===== src/rtl/lfsr_pkg.sv =====
// Shared definitions for the PRBS generator/checker pair: checker states and
// the stock maximal-length feedback masks for 8- and 16-bit registers.
package lfsr_pkg;

    typedef enum logic {
        HUNT = 1'b0,
        LOCK = 1'b1
    } chk_state_e;

    localparam logic [7:0]  TAPS_8  = 8'hB8;
    localparam logic [15:0] TAPS_16 = 16'hB400;

endpackage


===== src/rtl/lfsr_chk.sv =====
// PRBS checker: self-synchronising predictor that hunts for WIDTH clean matches,
// then flags and counts mismatches until LOSS_N in a row force a re-hunt.
module lfsr_chk
    import lfsr_pkg::*;
#(
    parameter int               WIDTH  = 8,
    parameter logic [WIDTH-1:0] TAPS   = WIDTH'(TAPS_8),
    parameter int               LOSS_N = 3,
    parameter int               CNT_W  = 8
) (
    input  logic             clk_i,
    input  logic             rst_i,
    input  logic             en_i,
    input  logic             data_i,
    input  logic             clr_err_i,
    output chk_state_e       state_o,
    output logic             err_o,
    output logic [CNT_W-1:0] err_cnt_o
);

    localparam int MW = $clog2(WIDTH + 1);
    localparam int LW = $clog2(LOSS_N + 1);

    logic [WIDTH-1:0] chk_q, chk_d;
    logic [MW-1:0]    match_q, match_d;
    logic [LW-1:0]    miss_q, miss_d;
    chk_state_e       state_q, state_d;
    logic             err_q, err_d;
    logic [CNT_W-1:0] cnt_q, cnt_d;
    logic             pred, mis;

    always_comb begin
        pred    = ^(chk_q & TAPS);
        mis     = pred ^ data_i;
        chk_d   = chk_q;
        match_d = match_q;
        miss_d  = miss_q;
        state_d = state_q;
        err_d   = 1'b0;
        cnt_d   = cnt_q;
        if (en_i) begin
            chk_d = {chk_q[WIDTH-2:0], data_i};
            case (state_q)
                HUNT: begin
                    // An all-zero history predicts nothing, so it never counts as a match.
                    if (!mis && chk_q != '0) begin
                        if (match_q == MW'(WIDTH - 1)) begin
                            match_d = '0;
                            state_d = LOCK;
                        end else begin
                            match_d = match_q + 1'b1;
                        end
                    end else begin
                        match_d = '0;
                    end
                end
                LOCK: begin
                    if (mis) begin
                        err_d = 1'b1;
                        if (cnt_q != '1) cnt_d = cnt_q + 1'b1;
                        if (miss_q == LW'(LOSS_N - 1)) begin
                            miss_d  = '0;
                            state_d = HUNT;
                        end else begin
                            miss_d = miss_q + 1'b1;
                        end
                    end else begin
                        miss_d = '0;
                    end
                end
                default: state_d = HUNT;
            endcase
        end
        if (clr_err_i) cnt_d = '0;
    end

    always_ff @(posedge clk_i or posedge rst_i) begin
        if (rst_i) begin
            chk_q   <= '0;
            match_q <= '0;
            miss_q  <= '0;
            state_q <= HUNT;
            err_q   <= 1'b0;
            cnt_q   <= '0;
        end else begin
            chk_q   <= chk_d;
            match_q <= match_d;
            miss_q  <= miss_d;
            state_q <= state_d;
            err_q   <= err_d;
            cnt_q   <= cnt_d;
        end
    end

    assign state_o   = state_q;
    assign err_o     = err_q;
    assign err_cnt_o = cnt_q;

endmodule


===== src/rtl/lfsr_prbs.sv =====
// Fibonacci LFSR PRBS generator with serial seed load, lock-up recovery and
// wrap detection, plus an independent PRBS checker.
module lfsr_prbs
    import lfsr_pkg::*;
#(
    parameter int               WIDTH  = 8,
    parameter logic [WIDTH-1:0] TAPS   = WIDTH'(TAPS_8),
    parameter logic [WIDTH-1:0] SEED   = WIDTH'(1),
    parameter int               LOSS_N = 3,
    parameter int               CNT_W  = 8
) (
    input  logic             CLK,
    input  logic             RESET,
    input  logic             EN,
    input  logic             LOAD,
    input  logic             SEED_IN,
    input  logic             CHK_EN,
    input  logic             CHECK_IN,
    input  logic             CLR_ERR,
    output logic [WIDTH-1:0] STATE,
    output logic             BIT,
    output logic             PERIOD,
    output logic             LOCKUP,
    output logic             LOCKED,
    output logic             ERR,
    output logic [CNT_W-1:0] ERR_COUNT
);

    logic [WIDTH-1:0] state_q, state_d;
    logic [WIDTH-1:0] start_q, start_d;
    logic             period_q, period_d;
    logic             lockup_q, lockup_d;
    chk_state_e       chk_state;

    always_comb begin
        state_d  = state_q;
        start_d  = start_q;
        period_d = 1'b0;
        lockup_d = 1'b0;
        if (LOAD) begin
            state_d = {state_q[WIDTH-2:0], SEED_IN};
            start_d = state_d;
        end else if (EN) begin
            // The all-zero state is a dead end for XOR feedback; jump back to SEED.
            if (state_q == '0) begin
                state_d  = SEED;
                lockup_d = 1'b1;
            end else begin
                state_d  = {state_q[WIDTH-2:0], ^(state_q & TAPS)};
                period_d = (state_d == start_q);
            end
        end
    end

    always_ff @(posedge CLK or posedge RESET) begin
        if (RESET) begin
            state_q  <= SEED;
            start_q  <= SEED;
            period_q <= 1'b0;
            lockup_q <= 1'b0;
        end else begin
            state_q  <= state_d;
            start_q  <= start_d;
            period_q <= period_d;
            lockup_q <= lockup_d;
        end
    end

    lfsr_chk #(
        .WIDTH (WIDTH),
        .TAPS  (TAPS),
        .LOSS_N(LOSS_N),
        .CNT_W (CNT_W)
    ) u_chk (
        .clk_i    (CLK),
        .rst_i    (RESET),
        .en_i     (CHK_EN),
        .data_i   (CHECK_IN),
        .clr_err_i(CLR_ERR),
        .state_o  (chk_state),
        .err_o    (ERR),
        .err_cnt_o(ERR_COUNT)
    );

    assign STATE  = state_q;
    assign BIT    = state_q[WIDTH-1];
    assign PERIOD = period_q;
    assign LOCKUP = lockup_q;
    assign LOCKED = (chk_state == LOCK);

endmodule


===== config.mk =====
export PLATFORM = sky130hd
export DESIGN_NAME = lfsr_prbs
export DESIGN_NICKNAME = d
export VERILOG_FILES = /design/src/rtl/lfsr_pkg.sv /design/src/rtl/lfsr_chk.sv /design/src/rtl/lfsr_prbs.sv
export SDC_FILE = /design/constraint.sdc
export NUM_CORES = 1
export LEC_CHECK = 0
export CAP_MARGIN = 20
export CORE_ASPECT_RATIO = 1.5
export CORE_MARGIN = 5
export CORE_UTILIZATION = 51
export CTS_BUF_LIST = sky130_fd_sc_hd__clkbuf_4
export DETAILED_ROUTE_END_ITERATION = 8
export PLACE_DENSITY = 0.83
export SLEW_MARGIN = 20
export SYNTH_ARGS = -nofsm -noshare
export SYNTH_HDL_FRONTEND = slang
export SYNTH_SLANG_ARGS = --single-unit

===== constraint.sdc =====
create_clock -name CLK -period 1.6 [get_ports CLK]
set_input_delay 0.32 -clock CLK [delete_from_list [all_inputs] [get_ports CLK]]
set_output_delay 0.32 -clock CLK [all_outputs]
set_load 0.02 [all_outputs]

**Word-level counts from Yosys, hierarchy flattened**

Cells that the tools add are included.

- Register bits: 42
- Bits of input ports: 8
- Output and inout bits: 21
- Logic and storage cells: 59

- Add/subtract/negate cells: 3
- Equal/unequal tests: 4
- Multiplexer cells: 26
- Bitwise gates (word level): 2
- Reductions and logical operators: 14

Operator list:

| kind | number |
|---|---|
| two-way mux 8 bit | 8 |
| parity 8 bit | 2 |
| two-way mux 1 bit | 13 |
| nonzero test 2 bit | 5 |
| adder 8 x 1 -> 8 bit, second input constant | 1 |
| equality test 8 bit | 1 |
| logical NOT 8 bit | 1 |
| two-way mux 4 bit | 2 |
| != test 8 bit, second input constant | 1 |
| nonzero test 8 bit | 1 |
| adder 4 x 1 -> 4 bit, second input constant | 1 |
| equality test 4 x 3 -> 1 bit, second input constant | 1 |
| two-way mux 2 bit | 2 |
| AND reduction 2 bit | 2 |
| AND reduction 4 bit | 1 |
| adder 2 x 1 -> 2 bit, second input constant | 1 |
| equality test 2 bit, second input constant | 1 |
| case mux 1 bit (2 select lines) | 1 |
| logical AND 1 bit | 1 |
| logical NOT 1 bit | 1 |
| inverter 1 bit | 1 |
| XOR 1 bit | 1 |

**Depth between registers and ports, before layout**

- Word-level depth: 6
- Gate-level depth with buffers: 7
- Depth with buffers taken out: 6

**By module**

From an unflattened synthesis, not the netlist that was laid out.

- Cell total of the unflattened synthesis: 182
- Area total of the unflattened synthesis: 2078.2 sq um

Modules (own cells, without submodules):

| module | times used | cells each | area each (sq um) | seq. area each (sq um) |
|---|---|---|---|---|
| lfsr_chk | 1 | 118 | 1222.4 | 600.6 |
| lfsr_prbs | 1 | 64 | 855.8 | 452.9 |

**Worst setup path before layout**

Ideal clock, no wire load.

- Path type: register to register
- From: register state_q[4], in the netlist STATE[4]
- To: register state_q[6], in the netlist STATE[6]
- Setup time: 0.121 ns
- Arrival: 1.653 ns
- Data required time: 1.479 ns
- Path slack: -0.174 ns
- Stages on the path, launching flop included: 7
- Path buffers: 0
- Clock period less this slack: 1.774 ns
- Cells stage by stage: dfrtp_1 > inv_1 > ha_1 > or4b_4 > o31ai_4 > nand2b_1 > a22o_1

- Word-level cells in the longest chain between the ends: 4

Ends and longest elaborated chain:

| item | line | source |
|---|---|---|
| from (decl) | lfsr_prbs.sv:29 | `logic [WIDTH-1:0] state_q, state_d;` |
| from (signal assigned) | lfsr_prbs.sv:62 | `state_q <= state_d;` |
| logical NOT 8 bit | lfsr_prbs.sv:45 | `if (state_q == '0) begin` |
| two-way mux 8 bit | lfsr_prbs.sv:45 |  |
| two-way mux 8 bit | lfsr_prbs.sv:43 | `end else if (EN) begin` |
| two-way mux 8 bit | lfsr_prbs.sv:40 | `if (LOAD) begin` |

No other way between the ends. The select of a mux whose other input is x is not followed.
A chain may end at the register's enable or synchronous reset.

**Worst setup path after layout**

- From: register u_chk.chk_q[5]
- To: register u_chk.match_q[2]

- Word-level cells in the longest chain between the ends: 5
- Elaborated cells on any way between the ends: 6
- Those cells by class: mux (1); bitwise (1); reduce/logical (4)

Ends and longest elaborated chain:

| item | line | source |
|---|---|---|
| from (decl) | lfsr_chk.sv:24 | `logic [WIDTH-1:0] chk_q, chk_d;` |
| from (signal assigned) | lfsr_chk.sv:86 | `chk_q <= chk_d;` |
| parity 8 bit | lfsr_chk.sv:33 | `pred = ^(chk_q & TAPS);` |
| XOR 1 bit | lfsr_chk.sv:34 | `mis = pred ^ data_i;` |
| logical NOT 1 bit | lfsr_chk.sv:46 | `if (!mis && chk_q != '0) begin` |
| logical AND 1 bit * | lfsr_chk.sv:46 |  |
| two-way mux 4 bit * | lfsr_chk.sv:46 |  |
| to (signal assigned) | lfsr_chk.sv:87 | `match_q <= match_d;` |
| to (decl) | lfsr_chk.sv:25 | `logic [MW-1:0] match_q, match_d;` |

Mark *: on every way between the ends. The rest lies on a longest branch, timed or not.

==> results.sh <==
export IMPL_ys_seq_elements=42
export IMPL_power_density_nw_per_um2=1590
export IMPL_fin_nets=256
export IMPL_placed_area_um2=2630
export IMPL_cp_max_fo=7
export IMPL_wl_per_cell_um=16.2
export IMPL_fin_crit_ns=1.79
export IMPL_grt_overflow_total=0
export IMPL_setup_violations=20
export IMPL_path_clk_slew_ns=0.12
export IMPL_worst_slew_pin_slew_ns=0.603
export IMPL_cts_root_buf="clkbuf_4"
export IMPL_hold_path_class="primary input to async pin"
export IMPL_grtUsageTotal_pct=18.3
export IMPL_vias=1671
export IMPL_viasPerCell=5.76
export IMPL_drive_gt1_share_pct=38.4
export IMPL_clockBufferDepth=2
export IMPL_cts_buffers=5
export IMPL_slew_headroom_pct=59.7
export IMPL_status="finished with violations"
export IMPL_grt_pass1_vias=1753
export IMPL_syn_nets=197
export IMPL_critPathSlowestCell="dfrtp_1"
export IMPL_critPathLaunchType="register"
export IMPL_die_h_um=88.3
export IMPL_hpwl_um=3210
export IMPL_syn_to_final_growth_pct=39.3
export IMPL_cts_tree="built"
export IMPL_fin_tns_setup_ns=-2.46
export IMPL_fp_dieW_um=62.2
export IMPL_grt_pass1_wl_um=8020
export IMPL_maxClockFrequency_ghz=0.558
export IMPL_start_util_pct=52.7
export IMPL_synth_ff_type="dfrtp_1"
export IMPL_h_tree_depth=2
export IMPL_rsz0062_at_grt="yes"
export IMPL_synthArstFlopShare_pct=100
export IMPL_stdcell_area_um2=2900
export IMPL_synth_cells=185
export IMPL_clock_latency_ns=0.35
export IMPL_layout_commonest_cell="dfrtp_1"
export IMPL_ir_drop_uv=1130
export IMPL_crit_arrival_ns=2.05
export IMPL_drt_wl_total_um=4710
export IMPL_cts_num_sinks=42
export IMPL_failed_checks="negative setup slack"
export IMPL_globalplace_congestion=0.927
export IMPL_synth_area_um2=2080
export IMPL_coreArea_um2=3960
export IMPL_maxCapViolCount=0
export IMPL_design_die_area_um2=5490
export IMPL_setup_ws_ns=-0.191
export IMPL_io_buffer_count=28
export IMPL_cpLargestDelayFamily="XOR/XNOR gates"
export IMPL_drc_errors=0
export IMPL_slew_violations=0
export IMPL_dr_pass1_iters=4
export IMPL_yosysUniqueCellTypes=44
export IMPL_final_period_utilization_pct=112
export IMPL_ys_warnings_count=0
export IMPL_path_cells="inv_2, ha_4, xor2_4, xor2_4, buf_6, nand2_4, o311ai_2"
export IMPL_fillerInstances=263
export IMPL_worstSetupEndpointType="register"
export IMPL_core_rowCount=28
export IMPL_grt_max_degree=43
export IMPL_num_antenna_cells=0
export IMPL_final_cell_mix="dfrtp_1 (37), buf_4 (26), mux2_2 (18), dlygate4sd2_1 (15), nand2_1 (14)"
export IMPL_synth_area_per_cell_um2=11.3
export IMPL_p_leak_uw=0.00128
export IMPL_postRouteAntennaNets=0
export IMPL_hold_viol_final=0
export IMPL_io_pins=29
export IMPL_postCtsHoldBufs=0
export IMPL_synth_edf_count=0
export IMPL_multi_input_area_um2=1140
export IMPL_dp_slack_ns=-0.377
export IMPL_antenna_found_initial=0
export IMPL_crit_path_max_incr_delay_ns=0.38
export IMPL_fin_skew_ns=0.00364
export IMPL_cp_buffers_inverters=2
export IMPL_finalPower_uw=4630
export IMPL_crit_top_cell="xor2_4"
export IMPL_drtIter0Drc=64
export IMPL_synth_seq_area_share_pct=50.5
export IMPL_critPathKind="register to register"
export IMPL_cp_required_ns=1.86
export IMPL_register_area_um2=1060
cell usage after synthesis, types with 3 or more instances:
cell / n / area, µm²
a21oi_1: 6 / 30.0
a22o_1: 3 / 26.3
buf_1: 3 / 11.3
clkbuf_1: 3 / 11.3
dfrtp_1: 40 / 1000
ha_1: 4 / 50.1
inv_1: 10 / 37.5
mux2_2: 19 / 214
nand2_1: 15 / 56.3
nand2b_1: 5 / 31.3
nand3_1: 7 / 35.0
nand4_1: 4 / 25.0
nor2_1: 6 / 22.5
nor4_1: 5 / 31.3
o21ai_0: 4 / 20.0
o31ai_1: 4 / 30.0
o41ai_1: 3 / 26.3
xnor2_1: 5 / 43.8
xor2_1: 9 / 78.8
worst paths after layout:
path                                                  from                            to  slack, ns  cells past startpoint
worst min-delay path                                 RESET              PERIOD$_DFF_PP0_       0.31                      3
min in group CLK                    start_q[0]$_DFFE_PP1P_        start_q[0]$_DFFE_PP1P_       0.49                      2
worst min register to register      start_q[0]$_DFFE_PP1P_        start_q[0]$_DFFE_PP1P_       0.49                      2
worst max register to register  u_chk.chk_q[5]$_DFFE_PP0P_  u_chk.match_q[2]$_DFFE_PP0P_      -0.19                      7
max in group asynchronous                            RESET        start_q[0]$_DFFE_PP1P_       1.03                      3
worst max-delay path            u_chk.chk_q[5]$_DFFE_PP0P_  u_chk.match_q[2]$_DFFE_PP0P_      -0.19                      7
kinds of logic after synthesis:
logic type	count (synthesis)	share of synthesized area (%)
xor gates and xnor gates	14	5.88
muxes	21	11.3
and+or+nand+nor	57	15.5
AOI/OAI and AO/OA	29	10.8
buffers and inverters	18	3.60
adders and majority gates	4	2.40
DFF	42	50.5
registers in the layout (all words and copies together), names as in the netlist:
name	flops
u_chk.chk_q	8
u_chk.match_q	4
u_chk.err_cnt_o	8
PERIOD	1
u_chk.miss_q	2
LOCKUP	1
start_q	8
u_chk.state_o	1
STATE	8
u_chk.err_o	1
where the power goes:
part	internal, µW	switching, µW	leakage (µW)
sequential	1360	253	0.000530
clock	347	346	0.0000419
combinational	1190	1140	0.000707
layout make-up:
type,instances,area share [%]
multi-input cells,125,39.3
repair buffers,60,18.2
well taps,45,1.94
clock buffers,6,1.55
clock inverters,2,1.29
inverters,10,1.29
flip-flops and latches,42,36.4
worst reg2reg max path, stage by stage (launching register included):
cell and delay [ns]:
dfrtp_1 0.38, inv_2 0.06, ha_4 0.29, xor2_4 0.21, xor2_4 0.31, buf_6 0.16, nand2_4 0.06, o311ai_2 0.25
metal layers:
| metal | vias to the layer above | share of wire [%] | global-route usage (%) | wire length (µm) |
|---|---|---|---|---|
| met4 | 0 | 2.3 | 8.28 | 110 |
| met1 | 830 | 37 | 19.6 | 1760 |
| met5 | - | 0 | 0 | 0 |
| met3 | 11 | 4.6 | 4.07 | 215 |
| li1 | 782 | - | - | - |
| met2 | 48 | 56 | 34.1 | 2620 |
through the flow:
stage               instances  utilization [%]  hold slack, ns
floorplan                 185                -           0.447
global placement          275             66.4           0.465
detailed placement        275             66.4           0.477
CTS                       287             70.8           0.311
global route              290             73.3           0.311
finish                    290             73.3           0.306
repair_timing:
action                                  in CTS  in global routing
buffers inserted                             4                  3
gates resized for setup                     36                 22
pin swaps                                    4                  9
endpoints found under the setup margin      41                 26
Note: power is estimated with default switching activity, not from simulation.
